<file path="config.mk">
export PLATFORM = sky130hd
export DESIGN_NAME = instr_loader
export DESIGN_NICKNAME = d
export VERILOG_FILES = /design/src/rtl/instr_pkg.sv /design/src/rtl/sync_fifo.sv /design/src/rtl/instr_loader.sv
export SDC_FILE = /design/constraint.sdc
export NUM_CORES = 1
export LEC_CHECK = 0
export BUFFER_PORTS_ARGS = -buffer_cell sky130_fd_sc_hd__buf_2
export CORE_ASPECT_RATIO = 0.7
export CORE_MARGIN = 4
export CORE_UTILIZATION = 50
export DETAILED_ROUTE_END_ITERATION = 8
export HOLD_SLACK_MARGIN = 0.15
export PLACE_DENSITY = 0.73
export SLEW_MARGIN = 15
export SYNTH_ARGS = -nofsm -noshare
export SYNTH_HDL_FRONTEND = slang
export SYNTH_SLANG_ARGS = --single-unit
</file>
<file path="constraint.sdc">
create_clock -name clk -period 2.2 [get_ports clk]
set_input_delay 0.33 -clock clk [delete_from_list [all_inputs] [get_ports clk]]
set_output_delay 0.33 -clock clk [all_outputs]
set_load 0.02 [all_outputs]
</file>
<file path="src/rtl/instr_pkg.sv">
// instr_pkg: request op codes, instruction opcodes and field positions shared by the loader and the control unit.
package instr_pkg;

    typedef enum logic [3:0] {
        OP_NOP, OP_RTYPE, OP_LI, OP_LUI, OP_ADDI, OP_ANDI, OP_ORI,
        OP_B, OP_BEQ, OP_BNE, OP_LB, OP_SB, OP_LW, OP_SW
    } req_op_e;

    typedef enum logic [1:0] {IDLE, ACTIVE, DRAIN} state_e;

    localparam logic [5:0] OPC_RTYPE = 6'b100000;
    localparam logic [5:0] OPC_LI    = 6'b111000;
    localparam logic [5:0] OPC_LUI   = 6'b111001;
    localparam logic [5:0] OPC_ADDI  = 6'b110000;
    localparam logic [5:0] OPC_ANDI  = 6'b110010;
    localparam logic [5:0] OPC_ORI   = 6'b110011;
    localparam logic [5:0] OPC_B     = 6'b111111;
    localparam logic [5:0] OPC_BEQ   = 6'b000000;
    localparam logic [5:0] OPC_BNE   = 6'b000001;
    localparam logic [5:0] OPC_LB    = 6'b000011;
    localparam logic [5:0] OPC_SB    = 6'b000111;
    localparam logic [5:0] OPC_LW    = 6'b001111;
    localparam logic [5:0] OPC_SW    = 6'b011111;

    localparam int OPC_LSB = 26;
    localparam int RS_LSB  = 21;
    localparam int RD_LSB  = 16;
    localparam int RT_LSB  = 11;

    localparam logic [1:0]  RTYPE_TAG = 2'b11;
    localparam logic [31:0] NOP_WORD  = 32'h0000_0000;

endpackage

</file>
<file path="src/rtl/sync_fifo.sv">
// sync_fifo: single-clock FIFO; a push while full is taken only when a pop happens in the same cycle.
module sync_fifo #(
    parameter int WIDTH = 32,
    parameter int DEPTH = 4
) (
    input  logic             clk,
    input  logic             rst_n,
    input  logic             push,
    input  logic             pop,
    input  logic [WIDTH-1:0] din,
    output logic [WIDTH-1:0] dout,
    output logic             full,
    output logic             empty
);

    localparam int PW = $clog2(DEPTH);

    logic [WIDTH-1:0] mem_q [DEPTH];
    logic [WIDTH-1:0] mem_d [DEPTH];
    logic [PW:0]      wr_q, wr_d, rd_q, rd_d;
    logic             do_push, do_pop;

    assign empty   = wr_q == rd_q;
    assign full    = (wr_q[PW] != rd_q[PW]) && (wr_q[PW-1:0] == rd_q[PW-1:0]);
    assign dout    = mem_q[rd_q[PW-1:0]];
    assign do_pop  = pop && !empty;
    assign do_push = push && (!full || do_pop);

    always_comb begin
        mem_d = mem_q;
        if (do_push) mem_d[wr_q[PW-1:0]] = din;
        wr_d = do_push ? wr_q + 1'b1 : wr_q;
        rd_d = do_pop ? rd_q + 1'b1 : rd_q;
    end

    always_ff @(posedge clk or negedge rst_n) begin
        if (!rst_n) begin
            mem_q <= '{default: '0};
            wr_q  <= '0;
            rd_q  <= '0;
        end else begin
            mem_q <= mem_d;
            wr_q  <= wr_d;
            rd_q  <= rd_d;
        end
    end

endmodule

</file>
<file path="src/rtl/instr_loader.sv">
// instr_loader: encodes mnemonic-level requests into 32-bit instructions and streams them into
// instruction memory from a programmable start address through a small FIFO.
module instr_loader
    import instr_pkg::*;
#(
    parameter int ADDR_W     = 8,
    parameter int FIFO_DEPTH = 4
) (
    input  logic              clk,
    input  logic              Reset,
    input  logic              load_start,
    input  logic              load_end,
    input  logic [ADDR_W-1:0] start_addr,
    input  logic              req_valid,
    output logic              req_ready,
    input  logic [3:0]        req_op,
    input  logic [4:0]        req_rs,
    input  logic [4:0]        req_rd,
    input  logic [4:0]        req_rt,
    input  logic [3:0]        req_func,
    input  logic [15:0]       req_imm,
    input  logic              IM_Ready,
    output logic              IM_WrEn,
    output logic [ADDR_W-1:0] IM_Addr,
    output logic [31:0]       IM_WrData,
    output logic              busy,
    output logic              done,
    output logic              err,
    output logic [ADDR_W:0]   count
);

    localparam logic [ADDR_W:0] CAP = {1'b1, {ADDR_W{1'b0}}};

    function automatic logic [31:0] encode(
        input logic [3:0]  op,
        input logic [4:0]  rs,
        input logic [4:0]  rd,
        input logic [4:0]  rt,
        input logic [3:0]  func,
        input logic [15:0] imm
    );
        logic [5:0]  opc;
        logic [31:0] low;
        case (op)
            OP_RTYPE: opc = OPC_RTYPE;
            OP_LI:    opc = OPC_LI;
            OP_LUI:   opc = OPC_LUI;
            OP_ADDI:  opc = OPC_ADDI;
            OP_ANDI:  opc = OPC_ANDI;
            OP_ORI:   opc = OPC_ORI;
            OP_B:     opc = OPC_B;
            OP_BEQ:   opc = OPC_BEQ;
            OP_BNE:   opc = OPC_BNE;
            OP_LB:    opc = OPC_LB;
            OP_SB:    opc = OPC_SB;
            OP_LW:    opc = OPC_LW;
            OP_SW:    opc = OPC_SW;
            default:  opc = 6'b0;
        endcase
        low = (op == OP_RTYPE) ? ((32'(rt) << RT_LSB) | 32'({RTYPE_TAG, func})) : 32'(imm);
        encode = (op == OP_NOP) ? NOP_WORD
               : (32'(opc) << OPC_LSB) | (32'(rs) << RS_LSB) | (32'(rd) << RD_LSB) | low;
    endfunction

    state_e            state_q, state_d;
    logic [ADDR_W-1:0] addr_q, addr_d;
    logic [ADDR_W:0]   count_q, count_d, acc_q, acc_d;
    logic              done_q, done_d, err_q, err_d;
    logic              full, empty, accept, reject, push, pop;
    logic [31:0]       word, head;

    // A session holds at most 2^ADDR_W words; acc_q counts words already committed to the FIFO.
    assign reject    = (req_op > OP_SW)
                     || (req_op == OP_BEQ && req_rs == '0 && req_rd == '0 && req_imm == '0)
                     || (acc_q == CAP);
    assign pop       = !empty && IM_Ready;
    assign req_ready = (state_q == ACTIVE) && (!full || pop);
    assign accept    = req_valid && req_ready;
    assign push      = accept && !reject;
    assign word      = encode(req_op, req_rs, req_rd, req_rt, req_func, req_imm);

    assign IM_WrEn   = pop;
    assign IM_WrData = head;
    assign IM_Addr   = addr_q;
    assign busy      = state_q != IDLE;
    assign done      = done_q;
    assign err       = err_q;
    assign count     = count_q;

    sync_fifo #(.WIDTH(32), .DEPTH(FIFO_DEPTH)) u_fifo (
        .clk   (clk),
        .rst_n (Reset),
        .push  (push),
        .pop   (pop),
        .din   (word),
        .dout  (head),
        .full  (full),
        .empty (empty)
    );

    always_comb begin
        state_d = state_q;
        addr_d  = pop ? addr_q + 1'b1 : addr_q;
        count_d = (pop && count_q != CAP) ? count_q + 1'b1 : count_q;
        acc_d   = push ? acc_q + 1'b1 : acc_q;
        done_d  = 1'b0;
        err_d   = accept && reject;
        case (state_q)
            IDLE: if (load_start) begin
                state_d = ACTIVE;
                addr_d  = start_addr;
                count_d = '0;
                acc_d   = '0;
            end
            ACTIVE: state_d = load_end ? DRAIN : ACTIVE;
            DRAIN: if (empty) begin
                state_d = IDLE;
                done_d  = 1'b1;
            end
            default: state_d = IDLE;
        endcase
    end

    always_ff @(posedge clk or negedge Reset) begin
        if (!Reset) begin
            state_q <= IDLE;
            addr_q  <= '0;
            count_q <= '0;
            acc_q   <= '0;
            done_q  <= 1'b0;
            err_q   <= 1'b0;
        end else begin
            state_q <= state_d;
            addr_q  <= addr_d;
            count_q <= count_d;
            acc_q   <= acc_d;
            done_q  <= done_d;
            err_q   <= err_d;
        end
    end

endmodule

</file>
==> Implementation_results.wiki <==
{| class="wikitable"
! Metric !! Value
|-
| Die Outline Area || 19200 sq um
|-
| Cell chain of the critical path || xor2_1 > or2_4 > o311a_4 > and3_4 > clkbuf_16 > mux2_4
|-
| Top area cells in the synthesized netlist || sky130_fd_sc_hd__dfrtp_1 48%, sky130_fd_sc_hd__mux2_4 21%, sky130_fd_sc_hd__mux4_2 8.5%
|-
| Setup repair after global routing missed its margin || true
|-
| Post-synthesis sequential area ratio || 48.4%
|-
| Longest individual stage delay on the worst path || 0.50 ns
|-
| Remaining global-route overflow || 0
|-
| Number of port buffers || 106
|-
| Max Cap Viol || 0
|-
| Overall routing resource usage || 21.4%
|-
| Overall Power || 15200 uW
|-
| Initial antenna violation count || 0
|-
| Post-synthesis async set-or-reset flop share || 100%
|-
| Tightest Pin Transition || 0.602 ns
|-
| Fraction of final layout cells sized beyond drive strength 1 || 44.9%
|-
| Most instantiated library cell after synthesis || sky130_fd_sc_hd__dfrtp_1
|-
| Yosys cell types || 43
|-
| Initial core utilization || 51.4%
|-
| Number of global-route vias before repair || 5827
|-
| First-pass GRT wire length || 31800 um
|-
| Critical Path Start Type || flop
|-
| Number of synthesized flops with an enable pin || 0
|-
| Slowest-stage cell, CP || sky130_fd_sc_hd__dfrtp_2
|-
| Cell Pwr Density || 1460 nW/um^2
|-
| Critical Path End || u_fifo.mem_q[126]$_DFFE_PN0P_
|-
| Critical path peak fanout || 11
|-
| CTS Root Buffer Type || sky130_fd_sc_hd__clkbuf_16
|-
| Setup Total Neg Slack || -0.0920 ns
|-
| Total setup violations reported at the end of the flow || 15
|-
| Final weighted congestion in routability-driven placement || 0.863
|-
| Number of buffers on the longest clock path || 2
|-
| Overall via count from detail_route || 5569
|-
| Area Overhead vs Synth || 22.7%
|-
| Highest ir drop seen on vdd || 0.696 mV
|-
| Req. time, crit path || 2.51 ns
|-
| Insertion delay of the later-clocked pin in the worst-skew pair || 0.43 ns
|-
| Iteration count of the initial detailed-routing pass || 5
|-
| Relative slew margins || 59.5%
|-
| Standard-cell row count || 39
|-
| Synth top cells by count || 164 x sky130_fd_sc_hd__dfrtp_1, 119 x sky130_fd_sc_hd__mux2_4, 48 x sky130_fd_sc_hd__nand2_1
|-
| Beginning of the critical path || u_fifo.rd_q[0]$_DFFE_PN0P_
|-
| Number of H-tree levels || 4
|-
| Count of final max-slew check failures || 0
|-
| Mean post-synth cell area || 14.0 sq um
|-
| Cell taking the most area after synthesis || sky130_fd_sc_hd__dfrtp_1
|-
| Post-detailed-route wirelength per cell || 20.8 um
|-
| TritonCTS buffer count || 17
|-
| Cell Area, Synth || 8490 sq um
|-
| Net count after synthesis || 673
|-
| Aggregate routed wire length || 20400 um
|-
| I/O pin cnt || 107
|-
| Start-to-end type of the worst setup path || reg -> reg
|-
| Initial detailed-routing violation count || 349
|-
| Count of antenna-violating nets left after detailed routing || 0
|-
| Flop2flop setup slack || -0.01 ns
|-
| Violations in the final reports || setup timing
|-
| Worst Setup Slack, final || -0.0108 ns
|-
| Endpoint type of the worst setup path || flop
|-
| Final hold violation count || 0
|-
| Maximum clock frequency || 452 MHz
|-
| Flops & latches, synth || 164
|-
| Main synth FF type || sky130_fd_sc_hd__dfrtp_1
|-
| Clock tree from TritonCTS || yes
|-
| Fin nets || 809
|-
| Fill cells || 1177
|-
| Via-per-instance ratio || 5.67
|-
| Vertical die dimension || 117 um
|-
| Leakage Power || 0.00477 uW
|-
| Clock transition at path regs || 0.06 ns
|-
| Worst-case clock skew || 0.00980 ns
|-
| Clock Sinks || 164
|-
| Number of warnings printed during yosys synthesis || 0
|-
| Post-synthesis cell count || 608
|-
| Min-Delay Path Class || in -> reg
|-
| Count of inserted antenna diode cells || 0
|-
| Arrival @ worst endpoint || 2.52 ns
|-
| Run status || finished, violations left
|-
| Post-detail-place hpwl || 13300 um
|-
| Depth of the most critical reg-to-reg path || 6
|-
| Post-synth top area share || 48.4%
|-
| Core area || 16500 sq um
|-
| Period utilization || 100%
|-
| Largest net degree at the start of global routing || 56
|-
| Reg2Reg Launch Point || u_fifo.rd_q[0]$_DFFE_PN0P_
|-
| DRC violation count after routing || 0
|-
| Terminus of the critical flop-to-flop path || u_fifo.mem_q[126]$_DFFE_PN0P_
|-
| Overall die width || 164 um
|-
| Clock period minus final worst setup slack || 2.21 ns
|}
[per-layer routing]
| metal | GRT usage, % | part of all wire [%] | wire (um) | vias to the layer above |
|---|---|---|---|---|
| li1 | - | - | - | 2467 |
| met1 | 30.0 | 46 | 9400 | 2906 |
| met2 | 34.4 | 47 | 9510 | 176 |
| met3 | 4.87 | 6.2 | 1260 | 20 |
| met4 | 5.75 | 1.1 | 222 | 0 |
| met5 | 0 | 0 | 0 | - |
[registers in the layout (all words and copies together), names as in the netlist]
signal / flops
u_fifo.wr_q: 3
state_q: 2
err: 1
u_fifo.rd_q: 3
u_fifo.mem_q: 128
count: 9
acc_q: 9
IM_Addr: 8
done: 1
[power breakdown]
part | leakage (uW) | switching [uW] | internal, uW
Clock | 0.000294 | 1220 | 1910
Combinational | 0.00240 | 3050 | 3840
Sequential | 0.00208 | 900 | 4320
Total | 0.00477 | 5170 | 10100
[logic make-up after synthesis]
logic type | share of synthesized area, %
AND/OR/NAND/NOR | 8.57
flip-flops | 48.4
buffers and inverters | 3.82
adder cells (fa/ha/maj) | 1.77
multiplexers | 31.6
XOR/XNOR | 2.17
AO/OA/AOI/OAI | 3.72
[cell usage in the layout (no fill, tap or decap), drive strengths merged, types with 3 or more instances in the layout]
cell type and n:
clkbuf 25, nor2 20, clkinv 3, nand2b 3
dfrtp 164, mux2i 5, inv 11, nor2b 15
and3 6, ha 12, o311ai 3, nor3 9
buf 142, bufinv 3, xnor2 6, o31ai 6
nor4 7, mux2 130, nand3 12, xor2 15
dlygate4sd3 10, clkinvlp 5, nand2 48, o21ai 17
mux4 32, nor4b 5, nand4 11, or4 3
a21oi 15
[worst min path at each step]
stage              start                       endpoint  cells past startpoint
2_1_floorplan      Reset           IM_Addr[0]$_DFF_PN0_                      0
3_3_place_gp       Reset  u_fifo.mem_q[108]$_DFFE_PN0P_                      1
3_5_place_dp       Reset  u_fifo.mem_q[108]$_DFFE_PN0P_                      1
4_1_cts        req_valid     u_fifo.wr_q[1]$_DFFE_PN0P_                      4
5_1_grt        req_valid     u_fifo.wr_q[1]$_DFFE_PN0P_                      4
6_report       req_valid     u_fifo.wr_q[1]$_DFFE_PN0P_                      4
[worst max-delay path: cells and delay by family (launching register included)]
family	cells	cell delay, ns
DFF	1	0.50
AOI/OAI and AO/OA	1	0.37
and+or+nand+nor	2	0.49
xor gates and xnor gates	1	0.22
buffers and inverters	1	0.20
muxes	1	0.31
[metrics by stage]
stage                     cell area (sq um)  hold slack (ns)  setup WS, ns  cells  utilization, %
after floorplan                        8490           0.0344        0.0767    608               -
after global placement                 9410            0.308        -0.109    934            57.1
after detailed placement               9410            0.322       -0.0910    934            57.1
after CTS                             10200            0.342       -0.0333    977            61.8
after global routing                  10400            0.378       -0.0699    982            63.1
final                                 10400            0.355       -0.0108    982            63.1
[final cells by class]
cell class / count / area (sq um) / share of cell area [%]
Clock buffer: 21 / 480 / 4.61
Clock inverter: 11 / 150 / 1.44
Inverter: 11 / 41.3 / 0.396
Multi-Input combinational cell: 394 / 4100 / 39.3
Sequential cell: 164 / 4110 / 39.4
Tap cell: 225 / 282 / 2.70
Timing Repair Buffer: 156 / 1260 / 12.1
[what timing repair did]
item | CTS | global route
hold buffers | 10 | 0
endpoints found under the hold margin | 60 | 0
gates resized for setup | 6 | 36
setup endpoints to repair | 28 | 159
pin swaps | 0 | 1
buffers inserted | 0 | 1
gates cloned | 1 | 4
No activity file was read; power rests on OpenSTA's default activity.
